### config.mk
export PLATFORM = sky130hd
export DESIGN_NAME = mem_port_arbiter
export DESIGN_NICKNAME = d
export VERILOG_FILES = /design/src/rtl/mem_pkg.sv /design/src/rtl/mem_port_arbiter_rd_lat_pipe.sv /design/src/rtl/mem_port_arbiter.sv
export SDC_FILE = /design/constraint.sdc
export NUM_CORES = 1
export LEC_CHECK = 0
export BUFFER_PORTS_ARGS = -buffer_cell sky130_fd_sc_hd__clkbuf_2
export CAP_MARGIN = 20
export CORE_MARGIN = 2
export CORE_UTILIZATION = 36
export DETAILED_ROUTE_END_ITERATION = 16
export PLACE_DENSITY_LB_ADDON = 0.05
export SLEW_MARGIN = 20
export SYNTH_ARGS = -nofsm -noshare
export SYNTH_HDL_FRONTEND = slang
export SYNTH_SLANG_ARGS = --single-unit
export TNS_END_PERCENT = 20
### constraint.sdc
create_clock -name clk -period 5.76 [get_ports clk]
set_input_delay 1.152 -clock clk [delete_from_list [all_inputs] [get_ports clk]]
set_output_delay 1.152 -clock clk [all_outputs]
set_load 0.02 [all_outputs]
### src/rtl/mem_pkg.sv
// Memory command encodings and arbiter state shared by the CPU memory path.
package mem_pkg;

    localparam logic [1:0] MNONE  = 2'b00;
    localparam logic [1:0] MREAD  = 2'b01;
    localparam logic [1:0] MWRITE = 2'b10;

    typedef enum logic [1:0] {
        ARB,
        DMA_BURST,
        CPU_SLOT
    } arb_state_t;

    // 2'b11 is not a request
    function automatic logic is_req(input logic [1:0] cmd);
        return (cmd == MREAD) || (cmd == MWRITE);
    endfunction

endpackage

### src/rtl/mem_port_arbiter_rd_lat_pipe.sv
// Valid shift register tracking DMA reads until the RAM returns their data.
module rd_lat_pipe #(
    parameter int RD_LAT = 1
) (
    input  logic clk,
    input  logic reset,
    input  logic issue,
    output logic valid
);

    logic [RD_LAT-1:0] sr;

    always_ff @(posedge clk) begin
        if (reset) begin
            sr <= '0;
        end else begin
            sr[0] <= issue;
            for (int i = 1; i < RD_LAT; i++) begin
                sr[i] <= sr[i-1];
            end
        end
    end

    assign valid = sr[RD_LAT-1];

endmodule

### src/rtl/mem_port_arbiter.sv
// Single-port RAM arbiter: CPU default priority, DMA starvation bound and locked bursts.
module mem_port_arbiter
    import mem_pkg::*;
#(
    parameter int ADDR_W     = 9,
    parameter int DATA_W     = 16,
    parameter int RD_LAT     = 1,
    parameter int STARVE_MAX = 4,
    parameter int BURST_MAX  = 8
) (
    input  logic              clk,
    input  logic              reset,
    input  logic [1:0]        cpu_mem_cmd,
    input  logic [ADDR_W-1:0] cpu_addr,
    input  logic [DATA_W-1:0] cpu_wdata,
    output logic [DATA_W-1:0] cpu_rdata,
    output logic              cpu_stall,
    input  logic              dma_req,
    input  logic              dma_we,
    input  logic              dma_lock,
    input  logic [ADDR_W-1:0] dma_addr,
    input  logic [DATA_W-1:0] dma_wdata,
    output logic              dma_gnt,
    output logic              dma_rvalid,
    output logic [DATA_W-1:0] dma_rdata,
    output logic [ADDR_W-1:0] ram_addr,
    output logic              ram_we,
    output logic [DATA_W-1:0] ram_wdata,
    input  logic [DATA_W-1:0] ram_rdata
);

    localparam int SW = $clog2(STARVE_MAX + 1);
    localparam int BW = $clog2(BURST_MAX + 1);
    localparam logic [SW-1:0] STARVE_TOP = SW'(STARVE_MAX);
    localparam logic [BW-1:0] BURST_TOP  = BW'(BURST_MAX);

    arb_state_t    state;
    logic [SW-1:0] starve_cnt;
    logic [BW-1:0] burst_cnt;
    logic [BW-1:0] burst_nxt;

    logic cpu_req;
    logic locked;
    logic arb_dma;
    logic gnt_dma;
    logic gnt_cpu;
    logic pipe_valid;

    always_comb begin
        cpu_req   = is_req(cpu_mem_cmd);
        locked    = dma_req && dma_lock;
        arb_dma   = dma_req && (!cpu_req || starve_cnt == STARVE_TOP);
        burst_nxt = burst_cnt + BW'(1);
        gnt_dma   = 1'b0;
        gnt_cpu   = 1'b0;
        case (state)
            DMA_BURST: begin
                // once the lock drops, this cycle is arbitrated normally
                gnt_dma = locked || arb_dma;
                gnt_cpu = cpu_req && !gnt_dma;
            end
            CPU_SLOT: begin
                gnt_cpu = cpu_req;
            end
            default: begin
                gnt_dma = arb_dma;
                gnt_cpu = cpu_req && !gnt_dma;
            end
        endcase
    end

    always_ff @(posedge clk) begin
        if (reset) begin
            state      <= ARB;
            starve_cnt <= '0;
            burst_cnt  <= '0;
        end else begin
            if (gnt_dma || !dma_req) begin
                starve_cnt <= '0;
            end else if (gnt_cpu && starve_cnt != STARVE_TOP) begin
                starve_cnt <= starve_cnt + SW'(1);
            end

            case (state)
                DMA_BURST: begin
                    if (locked) begin
                        burst_cnt <= burst_nxt;
                        if (burst_nxt >= BURST_TOP) begin
                            state     <= CPU_SLOT;
                            burst_cnt <= '0;
                        end
                    end else begin
                        state     <= ARB;
                        burst_cnt <= '0;
                    end
                end
                CPU_SLOT: begin
                    burst_cnt <= '0;
                    state     <= locked ? DMA_BURST : ARB;
                end
                default: begin
                    if (gnt_dma && dma_lock) begin
                        state     <= DMA_BURST;
                        burst_cnt <= BW'(1);
                    end
                end
            endcase
        end
    end

    rd_lat_pipe #(
        .RD_LAT(RD_LAT)
    ) u_rd_pipe (
        .clk  (clk),
        .reset(reset),
        .issue(gnt_dma && !dma_we),
        .valid(pipe_valid)
    );

    // idle cycles keep the CPU address on the RAM to preserve its fetch timing
    always_comb begin
        if (reset) begin
            ram_addr  = '0;
            ram_wdata = '0;
            ram_we    = 1'b0;
        end else if (gnt_dma) begin
            ram_addr  = dma_addr;
            ram_wdata = dma_wdata;
            ram_we    = dma_we;
        end else begin
            ram_addr  = cpu_addr;
            ram_wdata = cpu_wdata;
            ram_we    = gnt_cpu && (cpu_mem_cmd == MWRITE);
        end
    end

    assign dma_gnt    = !reset && gnt_dma;
    assign cpu_stall  = !reset && cpu_req && !gnt_cpu;
    assign dma_rvalid = !reset && pipe_valid;
    assign dma_rdata  = dma_rvalid ? ram_rdata : '0;
    assign cpu_rdata  = ram_rdata;

endmodule

==> results of run 1 <==
## final timing paths
path                           endpoint  slack (ns)  cells after the start
max                         ram_addr[7]        1.54                      8
min reg2reg   burst_cnt[1]$_SDFFE_PP0P_        0.51                      1
min           burst_cnt[1]$_SDFFE_PP0P_        0.51                      1
max reg2reg  u_rd_pipe.valid$_SDFF_PP0_        3.62                      6
## power groups by stage
stage,clock (mW),combinational [mW],sequential [mW]
2_1_floorplan,0,0.110,0.0768
5_1_grt,0.0714,0.170,0.0768
3_5_place_dp,0,0.156,0.0774
4_1_cts,0.0671,0.157,0.0759
6_report,0.0645,0.156,0.0760
3_3_place_gp,0,0.157,0.0775
## sequential cells by signal, indices dropped and copies added (netlist names)
| register | cells |
|---|---|
| burst_cnt | 4 |
| starve_cnt | 3 |
| state | 2 |
| u_rd_pipe.valid | 1 |
## layout make-up
type                       count  area [um2]
inverter                       7        26.3
timing repair buffer         134         673
fill                         298        1320
sequential                    10         200
clock buffer                   4        36.3
multi-input combinational     92         719
tap                           44        55.1
## worst max-delay path, stage by stage
cell,delay [ns]
clkbuf_2,0.08
inv_1,0.03
ha_1,0.35
a21oi_4,0.07
a21oi_1,0.16
and2_1,0.78
a22o_1,0.26
clkbuf_2,0.17
## kinds of logic after synthesis
kind of cell / synth area share
AND/OR/NAND/NOR: 0.220
adder cells (fa/ha/maj): 0.0663
flip-flops: 0.177
buffers and inverters: 0.188
AO/OA/AOI/OAI: 0.309
multiplexers: 0.00994
XOR/XNOR: 0.0298
## per-layer routing
metal,track usage,wire length [um]
met1,0.218,1410
met3,0.0541,306
met4,0.0317,16
met5,0,0
met2,0.334,1820
## cell usage after synthesis
master    number  share of area
and3_1         3          0.017
nand3_1        2         0.0088
o21ai_0        2         0.0088
dfxtp_1       10           0.18
mux2_2         1         0.0099
nor2_1         4          0.013
nor3_1         3          0.013
a21oi_1        1         0.0044
o221a_2        1         0.0099
o32ai_2        1          0.014
nand3b_1       1         0.0066
o211ai_1       1         0.0066
clkbuf_1       1         0.0033
nand2b_1       1         0.0055
o21ai_2        1         0.0077
a22o_1        26           0.20
or2_2          1         0.0055
buf_6          2          0.020
xnor2_2        1          0.014
a21oi_4        1          0.014
buf_2          2         0.0088
buf_4         20           0.13
a221oi_1       1         0.0077
nor4_1         1         0.0055
o21ai_1        1         0.0044
ha_1           6          0.066
nand3_2        1         0.0088
a32o_1         2          0.018
and2_1        18          0.099
a31oi_1        1         0.0055
nor2b_1        3          0.017
a21o_1         1         0.0066
xnor2_1        2          0.015
inv_1          7          0.023
or3_4          1         0.0099
nand2_1        3         0.0099
## per-stage QoR
stage / instance area [um2] / worst slack [ns] / total power, mW / cells
2_1_floorplan: 1130 / 2.13 / 0.186 / 134
3_3_place_gp: 1670 / 1.57 / 0.234 / 287
3_5_place_dp: 1670 / 1.58 / 0.234 / 287
4_1_cts: 1710 / 1.54 / 0.300 / 291
5_1_grt: 1710 / 1.42 / 0.318 / 291
6_report: 1710 / 1.54 / 0.296 / 291
==> summary.md, run 1 <==
| Metric | Value |
|---|---|
| Final Hold Vio Count | 0 |
| Max-capacitance violation count | 0 |
| Buffer type at the clock tree root | clkbuf_4 |
| Number of nets produced by synthesis | 213 |
| Final setup violation count | 0 |
| DIE WIDTH | 60.1 um |
| Sequential Power Share | 0.256 |
| Post-Synthesis Cell Area | 1130 um2 |
| Number of warning messages in the yosys log | 0 |
| Antenna violations before repair | 0 |
| Relative max-transition margin | 0.361 |
| Number of detailed-routing iterations run before antenna repair | 3 |
| Number of DRC violations after detailed routing | 0 |
| Switching power total | 119 uW |
| Critical Path AT | 3.06 ns |
| Ratio of cells with drive above 1 in the final layout | 0.595 |
| Most frequent standard cell in the layout excluding fill and tap cells | clkbuf_2 |
| Final ANT Viol Nets | 0 |
| Least-Margin Pin Slew | 0.959 ns |
| Source of the worst register-to-register timing path | state[0]$_SDFFE_PP0P_ |
| Aggregate routed wire length | 3550 um |
| Maximum number of pins on one net before global-route repair | 30 |
| Seq cells post-synth | 10 |
| Number of different library cells in the post-synthesis netlist | 36 |
| Setup tns final | 0 ns |
| Starting utilization of the core area | 0.374 |
| Die height | 60.1 um |
| Clock latency reported for the late side of the worst-skew pair | 0.27 ns |
| Core box area | 3030 um2 |
| Post-CTS sizing | 0 |
| Start point of the critical path | cpu_mem_cmd[0] |
| Critical Path Start Type | input port |
| Cts bufs inserted | 3 |
| Total inserted antenna cells | 0 |
| Fin crit share | 0.732 |
| Critical path fanouts, max | 28 |
| IO Pins | 134 |
| Detailed-route vias per instance | 4.63 |
| All-layer global routing usage | 0.186 |
| Type of the most critical hold path | reg -> reg |
| Total via count in the routed design | 1347 |
| Clock Sink Count | 10 |
| Port buffer count | 133 |
| Result of the run | finished, final reports clean |
| Smallest hold slack | 0.514 ns |
| Layout Area Growth over Synthesis | 51.0% |
| Post-synthesis sequential area ratio | 0.177 |
| Startpoint-to-endpoint class of the critical path | in -> out |
| Routed WL per cell | 12.2 um |
| First-pass GRT wire length | 5140 um |
| Util after Layout | 0.565 |
| CP Data Required Time | 4.61 ns |
| Leak | 0.999 nW |
| Relative contribution of combinational cells to total power | 0.526 |
| Number of rows created at floorplan | 20 |
| Clock power share | 0.218 |
| Instance count of the mapped netlist | 134 |
| Nature of the critical path endpoint | primary output |
| Peak VDD IR | 113 uV |
| Vias in the first global route | 1153 |
| Clock buffer depth | 2 |
| Clock period minus final worst setup slack | 4.22 ns |
| Power density over the cells | 173 nW/um2 |
| Max-slew violations | 0 |
| Switching share of power | 0.402 |
| Number of nets in the layout | 327 |
| Unrepaired setup endpoints after global routing | false |
| Hold-fix buffers at CTS | 0 |
| Post-CTS Setup Inserts | 0 |
| Maximum clock frequency | 0.237 GHz |
| Clock tree from TritonCTS | built |
| Number of DRC markers in iteration 0 | 16 |
| Mapped Avg Cell Area | 8.45 um2 |
| Maximum level of the CTS H-tree | 1 |
| Internal portion of total power | 177 uW |
| Clock skew after layout | 0.00203 ns |
| Detail Placement HPWL | 3050 um |
| Routability Congestion | 0.778 |
| Die area | 3610 um2 |
| Clock-pin slew of the registers on the worst-case setup and hold paths | 0.07 ns |
| Most frequent cells in the layout | clkbuf_2 (133), a22o_1 (26), and2_1 (18), dfxtp_1 (10), inv_1 (7) |
| Grt total ovfl | 0 |
| Min-delay src | burst_cnt[1]$_SDFFE_PP0P_ |
Note: power is estimated with default switching activity, not from simulation.
==> inputs of run 2 (changes only) <==
Settings changed: ABC_AREA set to 1, CORE_UTILIZATION 36 to 34.
Clock period 5.76 ns to 4 ns, I/O delays scaled along.
==> summary.md, run 2 <==
| Metric | Value |
|---|---|
| Top cells by instance count after synthesis | inv_1 (32), nand2_1 (27), a22o_1 (25), nor2_1 (25), buf_4 (16) |
| Dpl cells | 333 |
| Proportion of netlist area held by the largest area contributor | 0.191 |
| Layout Area Growth over Synthesis | 50.3% |
| Result of the run | finished, final reports clean |
| Post-CTS Setup Inserts | 0 |
| Aggregate routed wire length | 3470 um |
| Critical Path Start Type | input port |
| Ranking of synthesized cells by area | a22o_1 (19%), dfxtp_1 (18%), buf_4 (11%), inv_1 (11%), nand2_1 (8.9%) |
| Clock tree from TritonCTS | built |
| Detail Placement HPWL | 3060 um |
| Ratio of cells with drive above 1 in the final layout | 0.500 |
| Hold-critical path depth | 2 |
| Grt total ovfl | 0 |
| Maximum level of the CTS H-tree | 1 |
| Number of flip-flops in the largest register | 4 |
| Detailed-route vias per instance | 4.35 |
| Final setup violation count | 0 |
| Final Hold Vio Count | 0 |
| Switching share of power | 0.511 |
| Cell with the most instances after synthesis | inv_1 |
| Leak | 1.13 nW |
| Starting utilization of the core area | 0.348 |
| Cts bufs inserted | 3 |
| Most frequent cells in the layout | clkbuf_2 (133), inv_1 (32), nand2_1 (27), a22o_1 (25), nor2_1 (25) |
| Die area | 3840 um2 |
| Setup tns final | 0 ns |
| Smallest hold slack | 0.460 ns |
| Core box area | 3280 um2 |
| Maximum number of pins on one net before global-route repair | 28 |
| Power density over the cells | 378 nW/um2 |
| Mapped Avg Cell Area | 6.53 um2 |
| Clock-pin slew of the registers on the worst-case setup and hold paths | 0.06 ns |
| Critical Path AT | 2.31 ns |
| Depth of the worst register-to-register path | 9 |
| Post-Synth XOR/XNOR Area | 0.0153 |
| Post-Synthesis Cell Area | 1140 um2 |
| Port buffer count | 133 |
| Number of DRC markers in iteration 0 | 25 |
| Number of DRC violations after detailed routing | 0 |
| Cell breakdown of the critical path | clkbuf_2 > inv_1 > ha_1 > inv_1 > nand2_1 > nand3_1 > nand3_2 > inv_2 > a22o_1 > clkbuf_2 |
| Cell type of the slowest stage on the worst timing path | inv_2 |
| All-layer global routing usage | 0.160 |
| Final ANT Viol Nets | 0 |
| First-pass GRT wire length | 4530 um |
| Number of rows created at floorplan | 21 |
| Compound-gate portion of the synthesized area | 0.226 |
| Mux cell area share after synthesis | 0 |
| Most frequent standard cell in the layout excluding fill and tap cells | clkbuf_2 |
| Peak VDD IR | 205 uV |
| Clock latency reported for the late side of the worst-skew pair | 0.27 ns |
| CP Data Required Time | 3.20 ns |
| Max-slew violations | 0 |
| Biggest registers after layout | burst_cnt (4), starve_cnt (3), state (2) |
| Final worst setup slack | 0.889 ns |
| Critical path fanouts, max | 26 |
| Post-placement setup slack | 0.891 ns |
| Nature of the critical path endpoint | primary output |
| Seq cells post-synth | 10 |
| Relative contribution of combinational cells to total power | 0.696 |
| Maximum clock frequency | 0.321 GHz |
| Total inserted antenna cells | 0 |
| Sequential Power Share | 0.199 |
| Clock period minus final worst setup slack | 3.11 ns |
| Clock Sink Count | 10 |
| Crit path largest cell delay | 0.33 ns |
| Clock buffer depth | 2 |
| Internal portion of total power | 318 uW |
| Adder and majority gate portion of the synthesized area | 0.0656 |
| Dominant register cell in the synthesized netlist | dfxtp_1 |
| Unrepaired setup endpoints after global routing | false |
| Filler-free cell count of the finished design | 336 |
| Post-synthesis sequential area ratio | 0.175 |
| Buffer type at the clock tree root | clkbuf_4 |
| Relative max-transition margin | 0.678 |
| Number of nets in the layout | 371 |
| Hold-fix buffers at CTS | 0 |
| Max-capacitance violation count | 0 |
| Fin crit share | 0.778 |
| Synthesized-area fraction occupied by and/or/nand/nor cells | 0.252 |
| IO Pins | 134 |
| Post-CTS sizing | 0 |
| Number of different library cells in the post-synthesis netlist | 20 |
| Register bank with the most flops | burst_cnt |
| Clock skew after layout | 0.00317 ns |
| Main combinational cell family by area after synthesis | buffers and inverters |
| Total via count in the routed design | 1462 |
| Async set-or-reset flop fraction in the synthesized netlist | 0 |
| Startpoint-to-endpoint class of the critical path | in -> out |
| Antenna violations before repair | 0 |
| Vias in the first global route | 1049 |
| Instance count of the mapped netlist | 175 |
| Clock power share | 0.105 |
| Type of the most critical hold path | reg -> reg |
| Die height | 62.0 um |
| DIE WIDTH | 62.0 um |
| Number of detailed-routing iterations run before antenna repair | 4 |
| Number of nets produced by synthesis | 254 |
| Area leader, netlist | a22o_1 |
| Routability Congestion | 0.773 |
| Routed WL per cell | 10.3 um |
| Number of warning messages in the yosys log | 0 |
| Least-Margin Pin Slew | 0.483 ns |
| Switching power total | 332 uW |
| Post-synth EDFFs | 0 |
run 2: cell count changes after synthesis, sizes merged, moves of 6 or more:
cell	previous run	this run
nand2	3	32
inv	7	34
nor2	4	26
and2	18	0
nand3	3	9
run 2: metrics by stage:
stage	instance area (um2)	power, mW	utilization
6_report	1720	0.649	0.523
3_3_place_gp	1700	0.590	0.517
3_5_place_dp	1700	0.587	0.517
5_1_grt	1720	0.729	0.523
4_1_cts	1720	0.659	0.523
2_1_floorplan	1140	0.474	-
run 2: power by group through the flow:
| stage | Clock (mW) | Sequential (mW) | Combinational (mW) |
|---|---|---|---|
| 2_1_floorplan | 0 | 0.129 | 0.346 |
| 3_3_place_gp | 0 | 0.131 | 0.458 |
| 3_5_place_dp | 0 | 0.131 | 0.456 |
| 4_1_cts | 0.0734 | 0.129 | 0.457 |
| 5_1_grt | 0.0772 | 0.132 | 0.519 |
| 6_report | 0.0684 | 0.129 | 0.452 |
run 2: per-layer routing:
| layer | global-route usage | share of wire | vias up |
|---|---|---|---|
| met4 | 0.0365 | 0.0066 | 0 |
| li1 | - | - | 782 |
| met1 | 0.196 | 0.40 | 602 |
| met3 | 0.0642 | 0.10 | 4 |
| met5 | 0 | 0 | - |
| met2 | 0.262 | 0.49 | 74 |
run 2: worst paths after layout:
| check | to | from | slack (ns) |
|---|---|---|---|
| min reg2reg | burst_cnt[3]$_SDFFE_PP0P_ | burst_cnt[3]$_SDFFE_PP0P_ | 0.46 |
| max reg2reg | starve_cnt[0]$_SDFFE_PP0P_ | state[0]$_SDFFE_PP0P_ | 2.27 |
| max | ram_wdata[10] | cpu_mem_cmd[0] | 0.89 |
| min | burst_cnt[3]$_SDFFE_PP0P_ | burst_cnt[3]$_SDFFE_PP0P_ | 0.46 |
run 2: final cells by class:
| class | count | area (um2) |
|---|---|---|
| clock buffers | 3 | 22.5 |
| fillers | 348 | 1570 |
| inverters | 35 | 134 |
| multi-input cells | 109 | 639 |
| flip-flops and latches | 10 | 200 |
| well taps | 46 | 57.6 |
| repair buffers | 133 | 666 |
run 2: cell families (layout without fill, tap and decap cells):
| group | count (synthesis) | in the layout |
|---|---|---|
| adder cells (fa/ha/maj) | 6 | 6 |
| AND/OR/NAND/NOR | 68 | 68 |
| buffers and inverters | 56 | 171 |
| AO/OA/AOI/OAI | 33 | 33 |
| flip-flops | 10 | 10 |
| XOR/XNOR | 2 | 2 |
run 2: critical path, delay by kind of cell:
| kind | cells | cell delay (ns) |
|---|---|---|
| simple gates | 3 | 0.29 |
| compound gates | 1 | 0.23 |
| fa+ha+maj | 1 | 0.30 |
| buf+inv | 5 | 0.68 |
==> inputs of run 3 (changes only) <==
Clock period 4 ns to 3.11 ns, I/O delays scaled along.
==> summary.md, run 3 (synthesized netlist as in run 2, its figures left out) <==
| Metric | Value |
|---|---|
| Crit path largest cell delay | 0.32 ns |
| Nature of the critical path endpoint | primary output |
| Max-slew violations | 0 |
| Hold-fix buffers at CTS | 0 |
| Starting utilization of the core area | 0.348 |
| Setup tns final | 0 ns |
| Clock Sink Count | 10 |
| Total via count in the routed design | 1438 |
| Post-placement setup slack | 0.359 ns |
| Result of the run | finished, final reports clean |
| Post-placement cell area | 1700 um2 |
| CP Data Required Time | 2.49 ns |
| Clock period minus final worst setup slack | 2.73 ns |
| Clock buffer depth | 2 |
| Clock skew after layout | 0.00813 ns |
| Routed WL per cell | 10.3 um |
| Final worst setup slack | 0.375 ns |
| Clock-pin slew of the registers on the worst-case setup and hold paths | 0.08 ns |
| Util after Layout | 0.528 |
| DIE WIDTH | 62.0 um |
| Detail Placement HPWL | 3040 um |
| Ratio of cells with drive above 1 in the final layout | 0.502 |
| Total inserted antenna cells | 0 |
| Most frequent cells in the layout | clkbuf_2 (133), inv_1 (32), nand2_1 (27), a22o_1 (25), nor2_1 (25) |
| Grt total ovfl | 0 |
| IO Pins | 134 |
| Die height | 62.0 um |
| Critical Path AT | 2.11 ns |
| Filler-free cell count of the finished design | 337 |
| Critical path fanouts, max | 26 |
| Cell breakdown of the critical path | clkbuf_2 > inv_1 > ha_1 > inv_1 > nand2_1 > nand3_1 > nand3_2 > inv_2 > a22o_1 > clkbuf_2 |
| Detailed-route vias per instance | 4.27 |
| Cell type of the slowest stage on the worst timing path | inv_2 |
| Buffer type at the clock tree root | clkbuf_4 |
| Number of flip-flops in the largest register | 4 |
| Routability Congestion | 0.774 |
| Final setup violation count | 0 |
| Clock tree from TritonCTS | built |
| Most frequent standard cell in the layout excluding fill and tap cells | clkbuf_2 |
| Dpl cells | 333 |
| Power density over the cells | 500 nW/um2 |
| Switching power total | 433 uW |
| Number of DRC markers in iteration 0 | 9 |
| Cts bufs inserted | 3 |
| Maximum level of the CTS H-tree | 1 |
| Layout Area Growth over Synthesis | 51.5% |
| Fin crit share | 0.879 |
| Leak | 1.14 nW |
| Total of fill cells in the finished design | 342 |
| Register bank with the most flops | burst_cnt |
| Area occupied by multi-input gates | 639 um2 |
| Port buffer count | 133 |
| Maximum number of pins on one net before global-route repair | 28 |
| Internal portion of total power | 434 uW |
| Post-CTS sizing | 0 |
| Switching share of power | 0.499 |
| Critical Path Start Type | input port |
| All-layer global routing usage | 0.164 |
| Clock latency reported for the late side of the worst-skew pair | 0.27 ns |
| Smallest hold slack | 0.458 ns |
| Max-capacitance violation count | 0 |
| Number of DRC violations after detailed routing | 0 |
| First-pass GRT wire length | 4710 um |
| Aggregate routed wire length | 3460 um |
| Die area | 3840 um2 |
| Startpoint-to-endpoint class of the critical path | in -> out |
| Post-CTS Setup Inserts | 0 |
| Peak VDD IR | 311 uV |
| Relative max-transition margin | 0.671 |
| Final ANT Viol Nets | 0 |
| Sequential Power Share | 0.190 |
| Type of the most critical hold path | reg -> reg |
| Biggest registers after layout | burst_cnt (4), starve_cnt (3), state (2) |
| Antenna violations before repair | 0 |
| Total design power | 867 uW |
| Sequential Area | 200 um2 |
| Number of detailed-routing iterations run before antenna repair | 3 |
| Relative contribution of combinational cells to total power | 0.669 |
| Vias in the first global route | 1139 |
| Least-Margin Pin Slew | 0.492 ns |
| Core box area | 3280 um2 |
| Number of rows created at floorplan | 21 |
| Unrepaired setup endpoints after global routing | false |
| Final Hold Vio Count | 0 |
| Number of buffer and inverter instances along the worst setup path | 5 |
| Total non-filler cell area in the finished layout | 1730 um2 |
| Kind of cell adding the most delay to the critical path | buffers and inverters |
| Maximum clock frequency | 0.366 GHz |
| Number of nets in the layout | 371 |
| Clock power share | 0.140 |
[run 3: tightest hold or removal path, stage by stage (launching register included)]
cell	delay, ns
dfxtp_1	0.32
nand2_1	0.06
nor2_1	0.04
[run 3: path summary, 6_finish.rpt]
path	slack, ns	start	depth (start not counted)	to
max	0.38	cpu_mem_cmd[0]	10	ram_wdata[10]
min	0.46	burst_cnt[3]$_SDFFE_PP0P_	2	burst_cnt[3]$_SDFFE_PP0P_
max reg2reg	1.39	state[0]$_SDFFE_PP0P_	9	starve_cnt[0]$_SDFFE_PP0P_
min reg2reg	0.46	burst_cnt[3]$_SDFFE_PP0P_	2	burst_cnt[3]$_SDFFE_PP0P_
[run 3: routing by layer]
| layer | part of all wire | global-route usage |
|---|---|---|
| met1 | 0.41 | 0.198 |
| met2 | 0.49 | 0.284 |
| met3 | 0.10 | 0.0621 |
| met4 | 0 | 0.0182 |
| met5 | 0 | 0 |
[run 3: cell type report]
cell class / instances / share of cell area
inverters: 35 / 0.0773
repair buffers: 133 / 0.384
flip-flops and latches: 10 / 0.116
well taps: 46 / 0.0332
multi-input cells: 109 / 0.369
clock buffers: 4 / 0.0209
[run 3: power groups by stage]
stage / clock [mW] / sequential (mW) / combinational (mW)
2_1_floorplan: 0 / 0.165 / 0.445
3_3_place_gp: 0 / 0.169 / 0.589
3_5_place_dp: 0 / 0.169 / 0.586
4_1_cts: 0.124 / 0.166 / 0.587
5_1_grt: 0.133 / 0.169 / 0.672
6_report: 0.122 / 0.165 / 0.580
